**src/rtl/mem_arbiter_pkg.sv**
```systemverilog
// Shared definitions for the instruction/data arbiter in front of a single-port SRAM.
// Holds the FSM encoding, grant encoding, bus widths and the alignment helper.
package mem_arb_pkg;

   localparam int WORD_LEN   = 32;
   localparam int MEM_ADDR_W = 14;

   localparam logic [WORD_LEN-1:0] NOP_INST = 32'h0000_0013;

   localparam logic GRANT_I = 1'b0;
   localparam logic GRANT_D = 1'b1;

   typedef enum logic [2:0] {
      ST_IDLE = 3'd0,
      ST_I_RD = 3'd1,
      ST_D_RD = 3'd2,
      ST_D_WR = 3'd3,
      ST_DONE = 3'd4
   } arb_state_e;

   function automatic logic is_misaligned(input logic [1:0] byte_lsb);
      return (byte_lsb != 2'b00);
   endfunction

endpackage

```
**src/rtl/mem_arbiter_if.sv**
```systemverilog
// Core-side fetch/data handshakes plus the SRAM port, bundled for the arbiter.
// The core drives through master, the arbiter sits on slave, the SRAM on mem.
interface mem_arbiter_if;
   import mem_arb_pkg::*;

   logic                  i_valid;
   logic [WORD_LEN-1:0]   i_addr;
   logic                  i_ready;
   logic [WORD_LEN-1:0]   i_inst;
   logic                  d_valid;
   logic                  d_wen;
   logic [WORD_LEN-1:0]   d_addr;
   logic [WORD_LEN-1:0]   d_wdata;
   logic                  d_ready;
   logic [WORD_LEN-1:0]   d_rdata;
   logic                  d_err;
   logic                  busy;
   logic                  mem_en;
   logic                  mem_wen;
   logic [MEM_ADDR_W-1:0] mem_addr;
   logic [WORD_LEN-1:0]   mem_wdata;
   logic [WORD_LEN-1:0]   mem_rdata;

   modport master (
      output i_valid, i_addr, d_valid, d_wen, d_addr, d_wdata,
      input  i_ready, i_inst, d_ready, d_rdata, d_err, busy
   );

   modport slave (
      input  i_valid, i_addr, d_valid, d_wen, d_addr, d_wdata, mem_rdata,
      output i_ready, i_inst, d_ready, d_rdata, d_err, busy,
      output mem_en, mem_wen, mem_addr, mem_wdata
   );

   modport mem (
      input  mem_en, mem_wen, mem_addr, mem_wdata,
      output mem_rdata
   );

endinterface

```
**src/rtl/mem_arbiter.sv**
```systemverilog
// Arbitrates RV32I instruction fetches and data loads/stores onto one SRAM port.
// Responses are registered; the core stalls on busy.
module mem_arbiter
   import mem_arb_pkg::*;
(
   input  logic          clk,
   input  logic          rst_n,
   mem_arbiter_if.slave  bus
);

   arb_state_e            state_q, state_d;
   logic                  last_grant_q, last_grant_d;
   logic [WORD_LEN-1:0]   i_inst_q, i_inst_d;
   logic [WORD_LEN-1:0]   d_rdata_q, d_rdata_d;
   logic                  i_ready_q, i_ready_d;
   logic                  d_ready_q, d_ready_d;
   logic                  d_err_q, d_err_d;
   logic                  busy_q, busy_d;

   logic                  accept_s;
   logic                  grant_s;
   logic                  d_misal_s;
   logic                  mem_en_s;
   logic                  mem_wen_s;
   logic [MEM_ADDR_W-1:0] mem_addr_s;
   logic [WORD_LEN-1:0]   mem_wdata_s;

   // Next-state, arbitration and SRAM request decode.
   always_comb begin
      state_d      = state_q;
      last_grant_d = last_grant_q;
      i_inst_d     = i_inst_q;
      d_rdata_d    = d_rdata_q;
      i_ready_d    = 1'b0;
      d_ready_d    = 1'b0;
      d_err_d      = 1'b0;
      accept_s     = 1'b0;
      grant_s      = GRANT_I;
      mem_en_s     = 1'b0;
      mem_wen_s    = 1'b0;
      mem_addr_s   = '0;
      mem_wdata_s  = '0;
      d_misal_s    = is_misaligned(bus.d_addr[1:0]);

      case (state_q)
         ST_IDLE: begin
            // Both requesting: serve whichever side was not served last.
            if (bus.i_valid && bus.d_valid) begin
               accept_s = 1'b1;
               grant_s  = (last_grant_q == GRANT_I) ? GRANT_D : GRANT_I;
            end else if (bus.d_valid) begin
               accept_s = 1'b1;
               grant_s  = GRANT_D;
            end else if (bus.i_valid) begin
               accept_s = 1'b1;
               grant_s  = GRANT_I;
            end else begin
               accept_s = 1'b0;
            end

            if (accept_s) begin
               last_grant_d = grant_s;
               if (grant_s == GRANT_I) begin
                  mem_en_s   = 1'b1;
                  mem_addr_s = bus.i_addr[MEM_ADDR_W+1:2];
                  state_d    = ST_I_RD;
               end else if (d_misal_s) begin
                  d_ready_d = 1'b1;
                  d_err_d   = 1'b1;
                  state_d   = ST_DONE;
               end else begin
                  mem_en_s   = 1'b1;
                  mem_wen_s  = bus.d_wen;
                  mem_addr_s = bus.d_addr[MEM_ADDR_W+1:2];
                  if (bus.d_wen) begin
                     mem_wdata_s = bus.d_wdata;
                     state_d     = ST_D_WR;
                  end else begin
                     state_d     = ST_D_RD;
                  end
               end
            end else begin
               state_d = ST_IDLE;
            end
         end
         ST_I_RD: begin
            i_inst_d  = bus.mem_rdata;
            i_ready_d = 1'b1;
            state_d   = ST_DONE;
         end
         ST_D_RD: begin
            d_rdata_d = bus.mem_rdata;
            d_ready_d = 1'b1;
            state_d   = ST_DONE;
         end
         ST_D_WR: begin
            d_ready_d = 1'b1;
            state_d   = ST_DONE;
         end
         ST_DONE: begin
            state_d = ST_IDLE;
         end
         default: begin
            state_d = ST_IDLE;
         end
      endcase

      busy_d = (state_d != ST_IDLE);
   end

   // State, grant history and registered responses.
   always_ff @(posedge clk or negedge rst_n) begin
      if (!rst_n) begin
         state_q      <= ST_IDLE;
         last_grant_q <= GRANT_I;
         i_inst_q     <= NOP_INST;
         d_rdata_q    <= '0;
         i_ready_q    <= 1'b0;
         d_ready_q    <= 1'b0;
         d_err_q      <= 1'b0;
         busy_q       <= 1'b0;
      end else begin
         state_q      <= state_d;
         last_grant_q <= last_grant_d;
         i_inst_q     <= i_inst_d;
         d_rdata_q    <= d_rdata_d;
         i_ready_q    <= i_ready_d;
         d_ready_q    <= d_ready_d;
         d_err_q      <= d_err_d;
         busy_q       <= busy_d;
      end
   end

   // The SRAM request is combinational from IDLE, so hold it off during reset.
   assign bus.mem_en    = rst_n & mem_en_s;
   assign bus.mem_wen   = rst_n & mem_wen_s;
   assign bus.mem_addr  = rst_n ? mem_addr_s  : '0;
   assign bus.mem_wdata = rst_n ? mem_wdata_s : '0;

   assign bus.i_ready = i_ready_q;
   assign bus.i_inst  = i_inst_q;
   assign bus.d_ready = d_ready_q;
   assign bus.d_rdata = d_rdata_q;
   assign bus.d_err   = d_err_q;
   assign bus.busy    = busy_q;

endmodule

```
**src/flat_wrapper.sv**
```systemverilog
// flat-port wrapper written by rule: the top's interface ports become plain ports
module mem_arbiter_flat import mem_arb_pkg::*;
  (clk, rst_n, bus_i_valid, bus_i_addr, bus_d_valid, bus_d_wen, bus_d_addr, bus_d_wdata, bus_mem_rdata, bus_i_ready, bus_i_inst, bus_d_ready, bus_d_rdata, bus_d_err, bus_busy, bus_mem_en, bus_mem_wen, bus_mem_addr, bus_mem_wdata);
  mem_arbiter_if bus_i ();
  input  logic clk;
  input  logic rst_n;
  input wire logic [$bits(bus_i.i_valid)-1:0] bus_i_valid;
  input wire logic [$bits(bus_i.i_addr)-1:0] bus_i_addr;
  input wire logic [$bits(bus_i.d_valid)-1:0] bus_d_valid;
  input wire logic [$bits(bus_i.d_wen)-1:0] bus_d_wen;
  input wire logic [$bits(bus_i.d_addr)-1:0] bus_d_addr;
  input wire logic [$bits(bus_i.d_wdata)-1:0] bus_d_wdata;
  input wire logic [$bits(bus_i.mem_rdata)-1:0] bus_mem_rdata;
  output wire logic [$bits(bus_i.i_ready)-1:0] bus_i_ready;
  output wire logic [$bits(bus_i.i_inst)-1:0] bus_i_inst;
  output wire logic [$bits(bus_i.d_ready)-1:0] bus_d_ready;
  output wire logic [$bits(bus_i.d_rdata)-1:0] bus_d_rdata;
  output wire logic [$bits(bus_i.d_err)-1:0] bus_d_err;
  output wire logic [$bits(bus_i.busy)-1:0] bus_busy;
  output wire logic [$bits(bus_i.mem_en)-1:0] bus_mem_en;
  output wire logic [$bits(bus_i.mem_wen)-1:0] bus_mem_wen;
  output wire logic [$bits(bus_i.mem_addr)-1:0] bus_mem_addr;
  output wire logic [$bits(bus_i.mem_wdata)-1:0] bus_mem_wdata;
  assign bus_i.i_valid = bus_i_valid;
  assign bus_i.i_addr = bus_i_addr;
  assign bus_i.d_valid = bus_d_valid;
  assign bus_i.d_wen = bus_d_wen;
  assign bus_i.d_addr = bus_d_addr;
  assign bus_i.d_wdata = bus_d_wdata;
  assign bus_i.mem_rdata = bus_mem_rdata;
  assign bus_i_ready = bus_i.i_ready;
  assign bus_i_inst = bus_i.i_inst;
  assign bus_d_ready = bus_i.d_ready;
  assign bus_d_rdata = bus_i.d_rdata;
  assign bus_d_err = bus_i.d_err;
  assign bus_busy = bus_i.busy;
  assign bus_mem_en = bus_i.mem_en;
  assign bus_mem_wen = bus_i.mem_wen;
  assign bus_mem_addr = bus_i.mem_addr;
  assign bus_mem_wdata = bus_i.mem_wdata;
  mem_arbiter u_core (.clk(clk), .rst_n(rst_n), .bus(bus_i));
endmodule
```
**config.mk**
```make
export PLATFORM = sky130hd
export DESIGN_NAME = mem_arbiter_flat
export DESIGN_NICKNAME = d
export VERILOG_FILES = /design/src/rtl/mem_arbiter_pkg.sv /design/src/rtl/mem_arbiter_if.sv /design/src/rtl/mem_arbiter.sv /design/src/flat_wrapper.sv
export SDC_FILE = /design/constraint.sdc
export NUM_CORES = 1
export LEC_CHECK = 0
export CAP_MARGIN = 20
export CORE_ASPECT_RATIO = 1.2
export CORE_UTILIZATION = 34
export DETAILED_ROUTE_END_ITERATION = 8
export GPL_TIMING_DRIVEN = 0
export PLACE_DENSITY = 0.82
export SLEW_MARGIN = 20
export SYNTH_ARGS = -nofsm -noshare
export SYNTH_HDL_FRONTEND = slang
export SYNTH_SLANG_ARGS = --single-unit
```
**constraint.sdc**
```tcl
create_clock -name clk -period 1.75 [get_ports clk]
set_input_delay 0.35 -clock clk [delete_from_list [all_inputs] [get_ports clk]]
set_output_delay 0.35 -clock clk [all_outputs]
set_load 0.02 [all_outputs]
```
==> key figures <==
Run status
  • Status: finished with violations
  • Failing checks: setup timing

Floorplan
  • I/O pin count: between 200 and 250
  • Die area: 9780 µm²
  • Number of cell rows: 38
  • Core ar.: 9080 µm²
  • Die width: 90.5 µm
  • Die Ht: ~110 µm
  • Initial Util: 35.2%

Drt
  • Pre-antenna DRT Iters: 4
  • Via-to-Cell Ratio: 4.83
  • Wire per inst: roughly 17 µm
  • Residual DRC: 0
  • Iteration-0 DRC Markers: about 70
  • WL final: 10.6 mm
  • Final ANT Viol Nets: 0
  • Routed via count: 2981

Clocking
  • Clock sinks: 72
  • Root Buffer: clkbuf_8
  • Inserted Clock Buffers: 9
  • CTS tree: yes
  • Clock Pin Slew Worst Setup and Hold Paths: around 80 ps
  • Worst skew pair latency: 340 ps
  • H-tree Lvls: 3
  • Max clock buf depth: 2

Placement
  • Hpwl dp: about 7.3 mm
  • Post-DP Area: 5510 µm²
  • GPL Wtd Cong: 0.791
  • Input/output buffers: 214

GRT
  • Initial antenna violation count: 0
  • GR Util met1: around a quarter
  • Global route overflow: 0
  • Largest net degree at the start of global routing: 31
  • GRT Overall Usage: 21.3%
  • GR Util met3: 5.34%
  • First-pass GRT wire length: 16.1 mm
  • Vias in the first global route: 3115
  • Most Used Layer, Global Route: met2
  • Met2 Track Usage GR: 37.7%

Synth
  • Most frequent cells after synthesis: 69 x dfrtp_1, 61 x mux2_2, 29 x and2_1
  • Syn_area_per_cell: 12.7 µm²
  • Synth area leader: dfrtp_1
  • Cell count after synthesis: 251
  • Yosys reg bits: between 70 and 80
  • Async set-reset flop share out of synthesis: 100%
  • Post-Syn Nets: 384
  • Top cells by area in the synthesized netlist: dfrtp_1 54%, mux2_2 22%, and2_1 5.7%
  • Synth Flop Type: dfrtp_1
  • Post-synthesis sequential area ratio: 56.5%
  • EDFF count, synth: 0
  • Yosys warnings: 0
  • Syn Std Cell Area: approximately 3200 µm²
  • Most numerous cell in the Yosys netlist: dfrtp_1
  • Share of the synthesized area in the top cell type: a little over half
  • Cell variety after synth: 29

Timing
  • Period utilization: 125%
  • Clock skew: 8.13 ps
  • Slew headroom: 56.7%
  • Worst Max-Slew Pin Slew: ~650 ps
  • Period minus WS final: about 2200 ps
  • Slew Limit Fails: 0
  • Setup violators final: 48
  • Setup TNS: -17800 ps
  • Final setup margin: -434 ps
  • Fmax: 0.458 GHz
  • RSZ-0062 raised after global routing: yes
  • Final Hold Fails: 0

Power and ir drop
  • Lkg Pwr: roughly 2.7 nW
  • Net Sw Frac: 35.6%
  • Cell Int Power: between 5 and 6 mW
  • NetSw: roughly 3.3 mW
  • Sequential Power Share: 32.0%
  • Pwr dens: 1480 nW/µm²
  • Clk pwr share: 16.1%
  • Gate power share: 51.8%
  • Maximum vdd ir drop: 0.610 mV

Finish
  • Share of post-route cells with drive strength above 1: 40.0%
  • Fill cell count: 648
  • Register Area: between 1500 and 2000 µm²
  • Final core occ: 68.0%
  • Area of the multi-input gates: 1510 µm²
  • NumNets Final: about 630
  • Diode count: 0
  • Synth-to-Final Area Change: 93.5%
  • Fin area: 6180 µm²

Worst setup path
  • CP Data Required Time: 1400 ps
  • Critical Path Fanout Max: 6
  • CP Class: reg -> out
  • Worst setup SP type: register
  • Crit path capture type: primary output
  • Worst endpoint data arrival time: between 1500 and 2000 ps

Min path
  • Worst min path class: in -> async

Run
  • Max-cap check violation count: 0
==> through the flow <==
stage	instances	setup slack, ps	hold slack [ps]	total power [mW]
detailed placement	586	-1210	228	7.34
global route	617	-525	67.6	9.60
finish	617	-434	70.5	9.15
global placement	585	-3570	470	7.20
CTS	611	-414	61.1	9.07
floorplan	251	-55.0	54.4	5.09
==> layer usage <==
| layer | vias up | wire, µm |
|---|---|---|
| met4 | 0 | 203 |
| met3 | 15 | 692 |
| met1 | 1462 | 4180 |
| met2 | 142 | 5560 |
| met5 | - | 0 |
| li1 | 1362 | - |
==> power groups by stage <==
stage / clock, mW / combinational [mW] / sequential (mW)
2_1_floorplan: 0 / 1.23 / 3.86
3_3_place_gp: 0 / 4.29 / 2.91
3_5_place_dp: 0 / 4.38 / 2.96
4_1_cts: 1.51 / 4.62 / 2.94
5_1_grt: 1.58 / 4.98 / 3.04
6_report: 1.48 / 4.74 / 2.93
==> kinds of logic (layout without fill, tap and decap cells) <==
logic type	after synthesis	after routing	synth area share (%)
and+or+nand+nor	77	77	13.6
DFF	72	72	56.5
muxes	64	64	22.6
AOI/OAI and AO/OA	24	24	4.11
buffers and inverters	14	260	3.13
==> cell type report <==
cell class	count	share of cell area (%)
Tap cell	120	2.43
Buffer	13	1.99
Timing Repair Buffer	230	38.1
Clock buffer	9	2.01
Multi-Input combinational cell	165	24.5
Clock inverter	7	1.66
Sequential cell	72	29.3
Inverter	1	0.0608
==> timing repair <==
action,CTS,global route
setup endpoints to repair,51,106
pin swaps,9,8
hold buffers,2,0
buffers inserted,4,5
endpoints found under the hold margin,14,0
gates resized for setup,318,24
gates cloned,3,1
==> cells in the final DEF, fill, tap and decap left out, drive strengths merged, types with 2 or more instances in the layout <==
master         count
dfstp              3
bufinv             2
nor3b              2
clkdlybuf4s15      2
buf               69
clkbuf            12
clkinv             2
nand2             16
dlygate4sd2        9
dfrtp             69
and2              29
a21oi             18
mux2              64
inv                3
and3               5
o21ai              2
clkdlybuf4s50    158
nor2               5
nand3             14
==> state kept, by name (all words and copies together), names as in the netlist <==
name / count
u_core.last_grant_q: 1
u_core.bus.i_inst: 32
u_core.bus.d_rdata: 32
u_core.bus.d_err: 1
u_core.bus.d_ready: 1
u_core.state_q: 3
u_core.bus.i_ready: 1
u_core.bus.busy: 1
==> worst max-delay path, cell delays in order (launching register included) <==
cell and delay (ps):
dfrtp_2 450, nor3_4 280, and4_4 290, buf_6 120, buf_6 110, and2_4 140
buf_6 110
==> worst paths after layout <==
path / slack, ps / from / depth (start not counted) / to
min: 70 / rst_n / 3 / u_core.bus.d_rdata[13]
max in group asynchronous: 740 / rst_n / 2 / u_core.bus.i_inst[29]
max reg2reg: 80 / u_core.state_q[2] / 5 / u_core.bus.d_rdata[22]
max: -430 / u_core.state_q[0] / 6 / bus_mem_wdata[21]
min reg2reg: 500 / u_core.bus.d_rdata[6] / 1 / u_core.bus.d_rdata[6]
min in group clk: 500 / u_core.bus.d_rdata[6] / 1 / u_core.bus.d_rdata[6]
No activity file was read; power rests on OpenSTA's default activity.
